[config.mk]
export PLATFORM = sky130hd
export DESIGN_NAME = uart_rx_param
export DESIGN_NICKNAME = d
export VERILOG_FILES = /design/src/rtl/uart_rx_param.sv
export SDC_FILE = /design/constraint.sdc
export NUM_CORES = 1
export LEC_CHECK = 0
export ABC_AREA = 1
export CORE_MARGIN = 5
export CORE_UTILIZATION = 60
export CTS_CLUSTER_DIAMETER = 60
export DETAILED_ROUTE_END_ITERATION = 10
export DONT_BUFFER_PORTS = 1
export PLACE_DENSITY = 0.73
export SLEW_MARGIN = 0
export SYNTH_ARGS = -nofsm -noshare
export SYNTH_HDL_FRONTEND = slang
export SYNTH_SLANG_ARGS = --single-unit
[constraint.sdc]
create_clock -name CLK -period 2.9 [get_ports CLK]
set_input_delay 0.725 -clock CLK [delete_from_list [all_inputs] [get_ports CLK]]
set_output_delay 0.725 -clock CLK [all_outputs]
set_load 0.005 [all_outputs]
[src/rtl/uart_rx_param.sv]
// Parametrised UART receiver: 3-sample majority per bit, 5..9 data bits, optional parity,
// 1 or 2 stop bits, one-entry valid/ready holding register with overrun pulse, sticky fatal error.
module uart_rx_param #(
    parameter int P_DATA_BITS   = 8,
    parameter int P_PARITY      = 0,
    parameter int P_STOP_BITS   = 1,
    parameter int P_OVS         = 16,
    parameter int P_REG_MODE_TH = 160
) (
    input  logic                   CLK,
    input  logic                   reset,
    input  logic                   serial_in,
    input  logic                   x16_BAUD,
    input  logic                   ready,
    output logic [P_DATA_BITS-1:0] Do,
    output logic                   valid,
    output logic                   parity_err,
    output logic                   overrun,
    output logic                   error
);

    localparam int TW = $clog2(P_OVS);
    localparam int SW = $clog2(P_REG_MODE_TH + 1);

    localparam logic [TW-1:0] T_S0  = TW'(P_OVS / 2 - 1);
    localparam logic [TW-1:0] T_S1  = TW'(P_OVS / 2);
    localparam logic [TW-1:0] T_DEC = TW'(P_OVS / 2 + 1);
    localparam logic [TW-1:0] T_END = TW'(P_OVS - 1);
    localparam logic [SW-1:0] SYNC_TH   = SW'(P_REG_MODE_TH);
    localparam logic [3:0]    LAST_DATA = 4'(P_DATA_BITS - 1);
    localparam logic [3:0]    LAST_STOP = 4'(P_STOP_BITS - 1);
    localparam logic          HAS_PAR   = (P_PARITY != 0);
    localparam logic          ODD_PAR   = (P_PARITY == 2);

    typedef enum logic [2:0] {
        S_SYNC, S_IDLE, S_START, S_DATA, S_PARITY, S_STOP, S_ERROR
    } state_t;

    function automatic logic maj3(input logic a, input logic b, input logic c);
        return (a & b) | (a & c) | (b & c);
    endfunction

    function automatic logic [SW-1:0] sat_inc(input logic [SW-1:0] v);
        return (v == SYNC_TH) ? v : v + SW'(1);
    endfunction

    state_t                 state;
    logic                   sync_p0, sync_p1;
    logic [TW-1:0]          tick_cnt;
    logic [3:0]             bit_cnt;
    logic [SW-1:0]          sync_cnt;
    logic                   smp0, smp1;
    logic [P_DATA_BITS-1:0] shreg;
    logic                   par_bad;
    logic                   rx, bit_val, dec_tick, end_tick;

    assign rx       = sync_p1;
    assign bit_val  = maj3(smp0, smp1, rx);
    assign dec_tick = (tick_cnt == T_DEC);
    assign end_tick = (tick_cnt == T_END);

    // Stage p0/p1: two-flop synchronizer, idles high out of reset
    always_ff @(posedge CLK or negedge reset) begin
        if (!reset) begin
            sync_p0 <= 1'b1;
            sync_p1 <= 1'b1;
        end else begin
            sync_p0 <= serial_in;
            sync_p1 <= sync_p0;
        end
    end

    always_ff @(posedge CLK or negedge reset) begin
        if (!reset) begin
            state      <= S_SYNC;
            tick_cnt   <= '0;
            bit_cnt    <= '0;
            sync_cnt   <= '0;
            smp0       <= 1'b1;
            smp1       <= 1'b1;
            shreg      <= '0;
            par_bad    <= 1'b0;
            Do         <= '0;
            valid      <= 1'b0;
            parity_err <= 1'b0;
            overrun    <= 1'b0;
            error      <= 1'b0;
        end else begin
            overrun <= 1'b0;
            if (valid && ready)
                valid <= 1'b0;

            if (x16_BAUD) begin
                if (state inside {S_START, S_DATA, S_PARITY, S_STOP}) begin
                    tick_cnt <= end_tick ? '0 : tick_cnt + TW'(1);
                    if (tick_cnt == T_S0) smp0 <= rx;
                    if (tick_cnt == T_S1) smp1 <= rx;
                end

                case (state)
                    S_SYNC: begin
                        sync_cnt <= rx ? sat_inc(sync_cnt) : '0;
                        if (rx && sat_inc(sync_cnt) == SYNC_TH)
                            state <= S_IDLE;
                    end
                    S_IDLE: begin
                        // The detecting tick is index 0 of the start bit
                        if (!rx) begin
                            state    <= S_START;
                            tick_cnt <= TW'(1);
                        end
                    end
                    S_START: begin
                        if (dec_tick && bit_val) begin
                            state <= S_ERROR;
                            error <= 1'b1;
                        end else if (end_tick) begin
                            state   <= S_DATA;
                            bit_cnt <= '0;
                        end
                    end
                    S_DATA: begin
                        if (dec_tick)
                            shreg <= {bit_val, shreg[P_DATA_BITS-1:1]};
                        if (end_tick) begin
                            if (bit_cnt == LAST_DATA) begin
                                state   <= HAS_PAR ? S_PARITY : S_STOP;
                                bit_cnt <= '0;
                            end else begin
                                bit_cnt <= bit_cnt + 4'd1;
                            end
                        end
                    end
                    S_PARITY: begin
                        if (dec_tick)
                            par_bad <= bit_val ^ (^shreg) ^ ODD_PAR;
                        if (end_tick) begin
                            state   <= S_STOP;
                            bit_cnt <= '0;
                        end
                    end
                    S_STOP: begin
                        if (dec_tick) begin
                            if (!bit_val) begin
                                state <= S_ERROR;
                                error <= 1'b1;
                            end else if (bit_cnt == LAST_STOP) begin
                                // Leave mid-bit so an immediately following start edge is caught
                                state <= S_IDLE;
                                if (!valid || ready) begin
                                    Do         <= shreg;
                                    parity_err <= HAS_PAR & par_bad;
                                    valid      <= 1'b1;
                                end else begin
                                    overrun <= 1'b1;
                                end
                            end
                        end else if (end_tick) begin
                            bit_cnt <= bit_cnt + 4'd1;
                        end
                    end
                    S_ERROR: ;
                    default: state <= S_ERROR;
                endcase
            end
        end
    end

endmodule

## Word level (Yosys, flattened, before mapping)

Cells that the tools add are included.

- Register bits: 42
- Bits of input ports: 5
- Output and inout bits: 12
- Word-level logic and storage cells: 106

- $add $sub $neg: 3
- Eq/ne operators: 26
- Muxes and demuxes: 41
- Bitwise operators: 6
- Reduce and logical (&&, ||, !) cells: 17

Operators with widths:

| cell | count |
|---|---|
| $mux 4 | 10 |
| $mux 3 | 10 |
| $pmux 3 s7 | 1 |
| $ne 2x2->1 const B | 9 |
| $eq 8x8->1 const B | 2 |
| $mux 1 | 16 |
| $mux 8 | 2 |
| $pmux 4 s4 | 1 |
| $eq 4x4->1 const B | 3 |
| $reduce_and 6->1 | 2 |
| $reduce_and 10->1 | 1 |
| $eq 3x3->1 const B | 3 |
| $reduce_and 3->1 | 3 |
| $add 4x1->4 const B | 2 |
| $add 8x1->8 const B | 1 |
| $eq 4x3->1 const B | 2 |
| $eq 3x2->1 const B | 2 |
| $ne 3x2->1 const B | 2 |
| $reduce_and 5->1 | 1 |
| $logic_not 4->1 | 1 |
| $ne 2x1->1 const B | 2 |
| $reduce_bool 4->1 | 1 |
| $and 1x1->1 | 3 |
| $eq 3x1->1 const B | 1 |
| other kinds (9) | 12 |

## Logic depth before layout (Yosys ltp)

Gate-level depths: netlist of run 1.

- Depth in word-level cells: 8
- Gate-level depth with buffers: 13
- Depth with buffers taken out: 13

## Worst setup path after synthesis of run 1

OpenSTA, ideal clock, no wires.

- Path type: register -> register
- Start: register sync_p1, in the netlist rx
- End: register Do[3]
- Library setup time: 0.117 ns
- Arrival time: 1.572 ns
- Data required time: 2.783 ns
- Path slack: 1.210 ns
- Stages on the path, launching flop included: 10
- Path buffers: 2
- Period minus slack after synthesis: 1.690 ns
- Cell sequence: dfstp_2 -> buf_4 -> inv_2 -> o21ai_2 -> nand2_1 -> nor4_4 -> nand2_2 -> buf_6 -> nand2_2 -> o21ai_2

- Word-level cells in the longest chain between the ends: 4
- Elaborated cells on any way between the ends: 5
- Those cells by class: bitwise (4); reduce/logical (1)

Ends and longest elaborated chain:

| what | RTL line | source |
|---|---|---|
| start, declared | 48 | `logic sync_p0, sync_p1;` |
| start signal, assigned | 69 | `sync_p1 <= sync_p0;` |
| $and 1x1->1 | 40 | `return (a & b) \| (a & c) \| (b & c);` |
| $or 1x1->1 | 40 |  |
| $or 1x1->1 * | 40 |  |
| $reduce_and 6->1 (no line) * | n/a |  |
| end signal, assigned | 151 | `Do <= shreg;` |
| end, declared | 15 | `output logic [P_DATA_BITS-1:0] Do,` |

Mark *: on every way between the ends. The rest lies on a longest branch, timed or not.
A chain may end at the register's enable or synchronous reset.

## Final worst setup path of run 1

- Start: register sync_p1, in the netlist rx
- End: register state[1]

- Word-level cells in the longest chain between the ends: 6
- Elaborated cells on any way between the ends: 15
- Those cells by class: eq/ne (4); mux (4); bitwise (4); reduce/logical (3)

Ends and longest elaborated chain:

| what | RTL line | source |
|---|---|---|
| $and 1x1->1 | 40 |  |
| $or 1x1->1 (2 in a row) | 40 |  |
| $mux 3 or $logic_and 1x1->1 (tied branches) | 144, 114 |  |
| $mux 3 (tied with other cells) | 143 | `if (dec_tick) begin` |
| $pmux 3 s7 or $reduce_and 10->1 (tied branches) | n/a |  |
| end signal, assigned | 127 | `state <= HAS_PAR ? S_PARITY : S_STOP;` |
| end, declared | 47 | `state_t state;` |

Parallel ways exist; a longest one is shown, timed or not. The select of a mux whose other input is x is not followed.

==> qor.yml, run 1 <==
outcome:
  status: "finished clean"
timing:
  rsz0062_at_grt: "no"
  post-route-min-period_ps: 1920
  fin_setup_tns_ps: 0
  hold_violations: 0
  finalMaxSlewViolations: 0
  fin_crit_sh_pct: 66.4
  fmax_mhz: 520
  setup_ws_ps: 975
  setup_violations: 0
  skew_ps: 2.92
drt:
  vias_per_cell: 5.44
  routed_wl_um: 4330
  drt_iter0_drc: 178
  wl_per_cell_um: 13.2
  drtAntennaViolNets: 0
  vias: 1778
  dr.pass1.iters: 4
  drcViolationCount: 0
power:
  vdd_drop_max_v: 0.000484
  power_density_mw_per_mm2: 782
  p_leak_nw: 1.18
clock_network:
  cts_tree: "done"
  hold_buffers: 0
  htreeDepth: 2
  cts_resized: 0
  clk_latency_ps: 300
  clock_path_buffers: 2
  cts.sinks: 42
  clock-root-buffer: "clkbuf_8"
  cts_setup_buffers: 0
  path_clk_slew_ps: 80
  cts_buffers: 5
global_routing:
  antenna_found_initial: 0
  grt_use_total_pct: 18.8
  grt_pass1_vias: 1597
  grt_pass1_wl_um: 7470
  grt_remaining_overflow: 0
  grt_start_max_net_pins: 43
setup_path:
  crit_family: "simple AND/OR/NAND/NOR gates"
  critPathMaxStageDelay_ps: 630
  crit_type: "reg -> reg"
  startpoint_type: "flip-flop"
  critPathSlowestCell: "dfstp_2"
  r2r_slack_ps: 980
  critPathLaunch: "rx"
  r2r-start: "rx"
  r2r-end: "state[1]"
  crit_fanout: 9
  cp-end-kind: "flip-flop"
  worstPathRequired_ps: 3090
  cp_common_cell: "nand2_1"
  crit_buf_inv: 2
  cp.arrival_ps: 2120
  crit_path_end: "state[1]"
  path_cells: "inv_2 > o21ai_2 > nand2_1 > nand2_1 > a21oi_1 > nor2_1 > inv_1 > nand2_1 > nand2_1"
  rr_worst_depth: 9
  worst-path-stages: 9
place:
  gp_congestion: 0.856
  dpl.hpwl_um: 3090
  io_buffer_count: 0
  dpl_worst_slack_ps: 969
synth:
  syn_area_sq_mm: 0.00224
  synth_warnings: 0
  syn_inst: 275
  ys_ff_latch: 42
  synth.distinct_cells: 30
  synth-seq-area-share_pct: 47.2
  synth_nets: 288
  synth_area_per_cell_sq_um: 8.13
floorplan:
  die_w_um: 71.0
  io_pins: 17
  core_sq_mm: 0.00363
  rows: 22
  die_h_um: 71.0
  start_util_pct: 61.5
  die_area_sq_mm: 0.00505
cells_and_area:
  final_common_cell: "nand2_1"
  drive_gt1_share_pct: 12.2
  areaGrowthSynthToFinish_pct: 8.17
  fin_nets: 291
  mostFrequentLayoutCells: "nand2_1, dfrtp_1, inv_1, nand3_1, nor2_1"
  antenna_cells: 0
flow_run:
  drv_cap: 0
hold_path:
  holdCritPathClass: "in -> async"
[layer usage]
| layer | routed length, um | global-route usage (%) |
|---|---|---|
| met1 | 2020 | 25.6 |
| met2 | 1950 | 28.1 |
| met3 | 277 | 5.54 |
| met4 | 78 | 7.72 |
| met5 | 0 | 0 |
[sequential cells by signal (all words and copies together), names as in the netlist]
| register | count |
|---|---|
| rx | 1 |
| error | 1 |
| smp1 | 1 |
| valid | 1 |
| sync_p0 | 1 |
| tick_cnt | 4 |
| shreg | 8 |
| overrun | 1 |
| state | 3 |
| bit_cnt | 4 |
| Do | 8 |
| smp0 | 1 |
| sync_cnt | 8 |
[per-stage QoR]
stage | util [%] | hold slack, ps | cells | total power (W) | cell area (sq um)
after detailed placement | 62.6 | 353 | 319 | 0.00131 | 2280
after CTS | 66.6 | 108 | 327 | 0.00189 | 2420
final | 66.6 | 113 | 327 | 0.00189 | 2420
after floorplan | - | 345 | 275 | 0.00120 | 2240
after global routing | 66.6 | 94.4 | 327 | 0.00202 | 2420
after global placement | 62.6 | 360 | 319 | 0.00131 | 2280
[kinds of logic after synthesis]
kind of cell,after synthesis,synth area share (%)
muxes,1,0.504
other,1,0.168
DFF,42,47.2
and+or+nand+nor,131,26.2
AOI/OAI and AO/OA,42,11.4
adders and majority gates,8,4.48
buffers and inverters,46,8.45
xor gates and xnor gates,4,1.57
[power by group]
group	leakage, nW	switching [W]	internal (W)
combinational	0.617	0.000333	0.000184
clock	0.0714	0.000205	0.000367
sequential	0.488	0.000114	0.000689
total	1.18	0.000652	0.00124
[cells in the mapped netlist, drive strengths merged]
library cell | instances | area, sq um
or2 | 1 | 6.26
inv | 39 | 146
a31o | 1 | 8.76
mux2 | 1 | 11.3
nor2 | 24 | 90.1
nor4 | 2 | 27.5
a21oi | 6 | 30.0
nand4 | 4 | 25.0
ha | 8 | 100
nand3 | 25 | 125
nand2 | 66 | 255
and3 | 1 | 6.26
dfrtp | 38 | 951
a31oi | 2 | 12.5
conb | 1 | 3.75
o22ai | 4 | 25.0
clkbuf | 3 | 11.3
buf | 4 | 31.3
nor3 | 8 | 51.3
o21ai | 28 | 170
a211oi | 1 | 7.51
xor2 | 4 | 35.0
dfstp | 4 | 105
[worst min-delay path by stage]
stage | startpoint | to | cells past startpoint
global route | reset | state[1] | 0
floorplan | sync_p0 | rx | 0
finish | reset | sync_cnt[7] | 0
CTS | reset | shreg[5] | 0
detailed placement | sync_p0 | rx | 0
global placement | sync_p0 | rx | 0
[area by class of cell]
cell class,count,area [sq um]
well taps,48,60.1
clock inverters,2,60.1
fillers,304,1210
flip-flops and latches,42,1060
inverters,39,146
repair buffers,3,22.5
multi-input cells,187,991
clock buffers,6,82.6
Note: power is estimated with default switching activity, not from simulation.
==> inputs of run 2 (changes only) <==
Clock period 2.9 ns to 1.8 ns, I/O delays scaled along.
==> run 2 against run 1 <==
Effect of this change: via count up 2.4%; clock skew is 5.6 ps higher; routed wire length increased by 2.5%; global-route usage is 0.26 points higher; cell area is 4.6% higher; register-to-register slack worse by 870 ps; non-clock buffer count grew 13; critical path type unchanged; largest cell class unchanged.
==> qor.yml, run 2 (same netlist as run 1, synthesis figures left out) <==
outcome:
  status: "finished clean"
timing:
  fin_crit_sh_pct: 94.0
  hold_violations: 0
  post-route-min-period_ps: 1690
  setup_ws_ps: 107
  finalMaxSlewViolations: 0
  fmax_mhz: 591
  fin_setup_tns_ps: 0
  skew_ps: 8.47
  whs_ps: 140
  setup_violations: 0
setup_path:
  r2r_slack_ps: 110
  cp.arrival_ps: 1890
  crit_type: "reg -> reg"
  cp-end-kind: "flip-flop"
  startpoint_type: "flip-flop"
  crit_fanout: 8
  worstPathRequired_ps: 1990
drt:
  drcViolationCount: 0
  drt_iter0_drc: 149
  vias_per_cell: 5.34
  wl_per_cell_um: 13.0
  drtAntennaViolNets: 0
  routed_wl_um: 4440
  dr.pass1.iters: 4
  vias: 1820
hold_path:
  holdCritPathClass: "in -> reg"
global_routing:
  grt_pass1_wl_um: 7710
  grt_start_max_net_pins: 43
  grt_use_total_pct: 19.1
  grt_pass1_vias: 1791
  antenna_found_initial: 0
  grt_remaining_overflow: 0
cells_and_area:
  fin_nets: 305
  drive_gt1_share_pct: 20.5
  fillers: 328
  antenna_cells: 0
  register_area_sq_mm: 0.00106
  multi_input_area_sq_mm: 0.00104
  areaGrowthSynthToFinish_pct: 13.2
  final_common_cell: "nand2_1"
  top_regs: "Do: 8 flops, shreg: 8 flops, sync_cnt: 8 flops"
  mostFrequentLayoutCells: "nand2_1, dfrtp_1, inv_1, nand3_1"
  final_area_sq_mm: 0.00253
floorplan:
  die_area_sq_mm: 0.00505
  core_sq_mm: 0.00363
  start_util_pct: 61.5
  die_w_um: 71.0
  die_h_um: 71.0
  rows: 22
  io_pins: 17
place:
  dpl_worst_slack_ps: 13.0
  placed_cell_area_sq_mm: 0.00233
  gp_congestion: 0.850
  dpl.hpwl_um: 3180
  io_buffer_count: 0
clock_network:
  cts_buffers: 5
  cts.sinks: 42
  cts_tree: "done"
  htreeDepth: 2
  clk_latency_ps: 300
  clock-root-buffer: "clkbuf_8"
  clock_path_buffers: 2
  path_clk_slew_ps: 90
power:
  vdd_drop_max_v: 0.000852
  p_leak_nw: 1.22
  power_density_mw_per_mm2: 1140
flow_run:
  drv_cap: 0
## run 2: cell count changes in the layout (fill, tap and decap cells not counted), sizes merged
cell         delta
buf            +12
bufinv          -2
clkinv          +2
clkbuf          -1
clkinvlp        +1
dlygate4sd3     +1
nand2           +1
## run 2: report_power, final
part | total (W) | switching [W] | internal (W)
Clock | 0.000610 | 0.000338 | 0.000273
Sequential | 0.00129 | 0.000177 | 0.00111
Combinational | 0.000979 | 0.000590 | 0.000390
Total | 0.00288 | 0.00110 | 0.00178
## run 2: final cells by class
type / count / area share (%)
flip-flops and latches: 42 / 41.8
multi-input cells: 188 / 41.1
inverters: 39 / 5.79
repair buffers: 16 / 5.34
clock buffers: 5 / 2.72
well taps: 48 / 2.37
clock inverters: 3 / 0.841
## run 2: final timing paths
| check | from | endpoint | cells past startpoint |
|---|---|---|---|
| setup / recovery | tick_cnt[1] | Do[1] | 9 |
| hold / removal | serial_in | sync_p0 | 0 |
| setup reg to reg | tick_cnt[1] | Do[1] | 9 |
| hold reg to reg | sync_p0 | rx | 0 |
| max in group asynchronous | reset | sync_p0 | 2 |
| min in group asynchronous | reset | sync_cnt[2] | 2 |
## run 2: critical path, stage by stage (launching register included)
cell     delay [ps]
dfrtp_1         410
inv_2            80
ha_1            130
and3_4          200
nand2_1         100
nor4_4          210
buf_4           190
nand2_4         100
nand2_1         110
o21ai_2          60
## run 2: metal layers
metal	up-vias	share of wire, %	track usage [%]
li1	923	-	-
met1	858	48	26.0
met2	33	47	30.1
met3	6	3.9	3.98
met4	0	1.4	7.10
met5	-	0	0
## run 2: through the flow
step / utilization [%] / std cells / power [W]
final: 69.6 / 341 / 0.00288
after global routing: 69.6 / 341 / 0.00312
after CTS: 67.4 / 336 / 0.00280
after detailed placement: 64.1 / 326 / 0.00216
after global placement: 64.1 / 326 / 0.00213
after floorplan: - / 275 / 0.00193
## run 2: repair_timing
action | CTS | global route
hold buffers | 2 | 0
resized for setup | 0 | 16
endpoints found under the hold margin | 42 | 0
endpoints found under the setup margin | 0 | 15
setup buffers | 0 | 4
==> inputs of run 3 (changes only) <==
Settings changed: ABC_AREA 1 to unset, ABC_CLOCK_PERIOD_IN_PS set to 1800.
==> run 3 against run 2 <==
Effect of this change: the run now ends with setup timing left; die area rose by 3.0%; via count rose by 1.5%; register-to-register slack got worse by 220 ps; critical endpoint is now Do[7]; synthesized cell count fell by 20%; combinational power fell by 85%; critical path type unchanged; routed wire length rose by 21%; cell area rose by 18%.
==> qor.yml, run 3 <==
floorplan:
  io_pins: 17
  core_sq_mm: 0.00369
  start_util_pct: 62.7
  die_w_um: 72.1
  die_area_sq_mm: 0.00520
  die_h_um: 72.1
  rows: 22
setup_path:
  path_cells: "inv_2 > ha_1 > and3b_2 > nand4_1 > or2_1 > nor2b_1 > buf_6 > mux2_4"
  cp.arrival_ps: 2090
  crit_fanout: 8
  cp-end-kind: "flip-flop"
  critPathMaxStageDelay_ps: 410
  critPathSlowestCell: "dfrtp_1"
  worstPathRequired_ps: 1980
  startpoint_type: "flip-flop"
  rr_worst_depth: 8
  crit_type: "reg -> reg"
cells_and_area:
  drive_gt1_share_pct: 39.9
  final_common_cell: "buf_4"
  fin_nets: 283
  areaGrowthSynthToFinish_pct: 28.8
  antenna_cells: 0
  instances_no_fill: 319
  mostFrequentLayoutCells: "buf_4, dfrtp_1, nand2_1, nor2_1, mux2_4"
  top_regs: "Do: 8 flops, shreg: 8 flops, sync_cnt: 8 flops"
outcome:
  violations: "setup timing"
  status: "finished, violations left"
power:
  p_leak_nw: 1.40
  vdd_drop_max_v: 0.000421
  p_clk_share_pct: 35.6
  power_density_mw_per_mm2: 592
  p_comb_share_pct: 8.4
  power_frac_seq_pct: 56.0
  power.share.switching_pct: 25.9
  cellInternalPower_w: 0.00131
  switching_power_w: 0.000458
place:
  post-place-cells: 300
  io_buffer_count: 0
  dpl_worst_slack_ps: -145
  dpl.hpwl_um: 3680
  gp_congestion: 0.885
synth:
  synth-seq-area-share_pct: 45.6
  syn_area_sq_mm: 0.00231
  synth_top_cell_area_share_pct: 41.1
  synth_area_per_cell_sq_um: 10.5
  synth.area.top_cells: "dfrtp_1, mux2_1, dfstp_2"
  ys_ff_latch: 42
  synth.distinct_cells: 59
  yosysTopAreaCell: "dfrtp_1"
  synth-edff-count: 0
  synth_nets: 233
  synthFlopType: "dfrtp_1"
  syn_inst: 220
  synth_common_cells: "dfrtp_1, nand2_1, mux2_1, nor2_1, o21ai_1"
  synth_warnings: 0
  async_flop_share_pct: 100
  synth.most_common_cell: "dfrtp_1"
drt:
  wl_per_cell_um: 16.8
  vias_per_cell: 5.79
  vias: 1847
  drt_iter0_drc: 131
  routed_wl_um: 5370
  drcViolationCount: 0
  drtAntennaViolNets: 0
  dr.pass1.iters: 4
clock_network:
  clock-root-buffer: "clkbuf_8"
  cts_tree: "done"
  cts_buffers: 5
  path_clk_slew_ps: 80
  cts.sinks: 42
  clk_latency_ps: 300
  htreeDepth: 2
  clock_path_buffers: 2
timing:
  skew_ps: 8.22
  setup_ws_ps: -111
  rsz0062_at_grt: "yes"
  hold_violations: 0
  fmax_mhz: 523
  post-route-min-period_ps: 1910
  finalMaxSlewViolations: 0
  fin_crit_sh_pct: 106
  setup_violations: 10
global_routing:
  grt_remaining_overflow: 0
  grt_pass1_vias: 1816
  grt_use_total_pct: 21.5
  antenna_found_initial: 0
  grt_start_max_net_pins: 43
  grt_pass1_wl_um: 8670
hold_path:
  holdCritPathClass: "in -> reg"
  hold_depth: 0
flow_run:
  drv_cap: 0
## run 3: cell types whose count changed after synthesis, sizes merged, moves of 3 or more
cell,delta
o22ai,-3
mux2,+18
o21ai,-17
nand2b,+6
nor2,-11
inv,-32
nor3,-5
a22o,+5
o31ai,+3
nand2,-41
nand3,-15
## run 3: worst max-delay path: cells and delay by family (launching register included)
kind | cells | cell delay, ps
buf+inv | 2 | 250
fa+ha+maj | 1 | 120
simple gates | 4 | 700
flops | 1 | 410
mux | 1 | 320
## run 3: per-stage QoR
step           hold WS (ps)  total power (W)  util (%)  cell area (sq um)  setup TNS, ps
2_1_floorplan           154          0.00108         -               2320           -622
3_3_place_gp            155          0.00111      71.7               2640           -579
3_5_place_dp            155          0.00112      71.7               2640           -907
4_1_cts                 135          0.00177      77.8               2870           -613
5_1_grt                 128          0.00186      80.8               2980          -2000
6_report                146          0.00176      80.8               2980           -803
## run 3: what timing repair did
item                                    4_1_cts  5_1_grt
endpoints found under the setup margin       20       24
hold endpoints to repair                     42        0
resized for setup                            16       21
cloned                                        0        0
hold buffers                                  2        0
pin swaps                                     7        3
buffers inserted                              7        3
## run 3: final cells by class
type | instances | area [sq um]
Multi-Input combinational cell | 160 | 1300
Sequential cell | 42 | 1060
Fill cell | 225 | 708
Timing Repair Buffer | 54 | 444
Clock buffer | 5 | 68.8
Tap cell | 48 | 60.1
Inverter | 7 | 26.3
Clock inverter | 3 | 25.0
## run 3: per-layer routing
layer  up-vias  track usage, %  wire length (um)
li1        894               -                 -
met1       906            26.9              2300
met2        39            37.8              2760
met3         8            3.60               206
met4         0            6.89               108
met5         -               0                 0
## run 3: path summary, 6_finish.rpt
path | startpoint | to | slack [ps]
max | tick_cnt[1] | Do[7] | -110
min | serial_in | sync_p0 | 150
max reg2reg | tick_cnt[1] | Do[7] | -110
min reg2reg | sync_p0 | rx | 370
max in group asynchronous | reset | rx | 920
min in group asynchronous | reset | sync_cnt[5] | 610
## run 3: power groups by stage
stage | clock (W) | combinational (W) | sequential, W
final | 0.000628 | 0.000148 | 0.000989
after global routing | 0.000698 | 0.000164 | 0.000993
after CTS | 0.000645 | 0.000146 | 0.000984
after detailed placement | 0 | 0.000119 | 0.00100
after global placement | 0 | 0.000115 | 0.000998
after floorplan | 0 | 0.0000826 | 0.000999
## run 3: kinds of logic (layout without fill, tap and decap cells)
family	after synthesis	count (layout)	synth area share, %
flip-flops	42	42	45.6
AO/OA/AOI/OAI	44	44	13.5
AND/OR/NAND/NOR	80	80	19.7
adder cells (fa/ha/maj)	9	9	4.76
multiplexers	20	20	9.68
XOR/XNOR	6	6	2.27
other	1	1	0.162
buffers and inverters	18	69	4.27
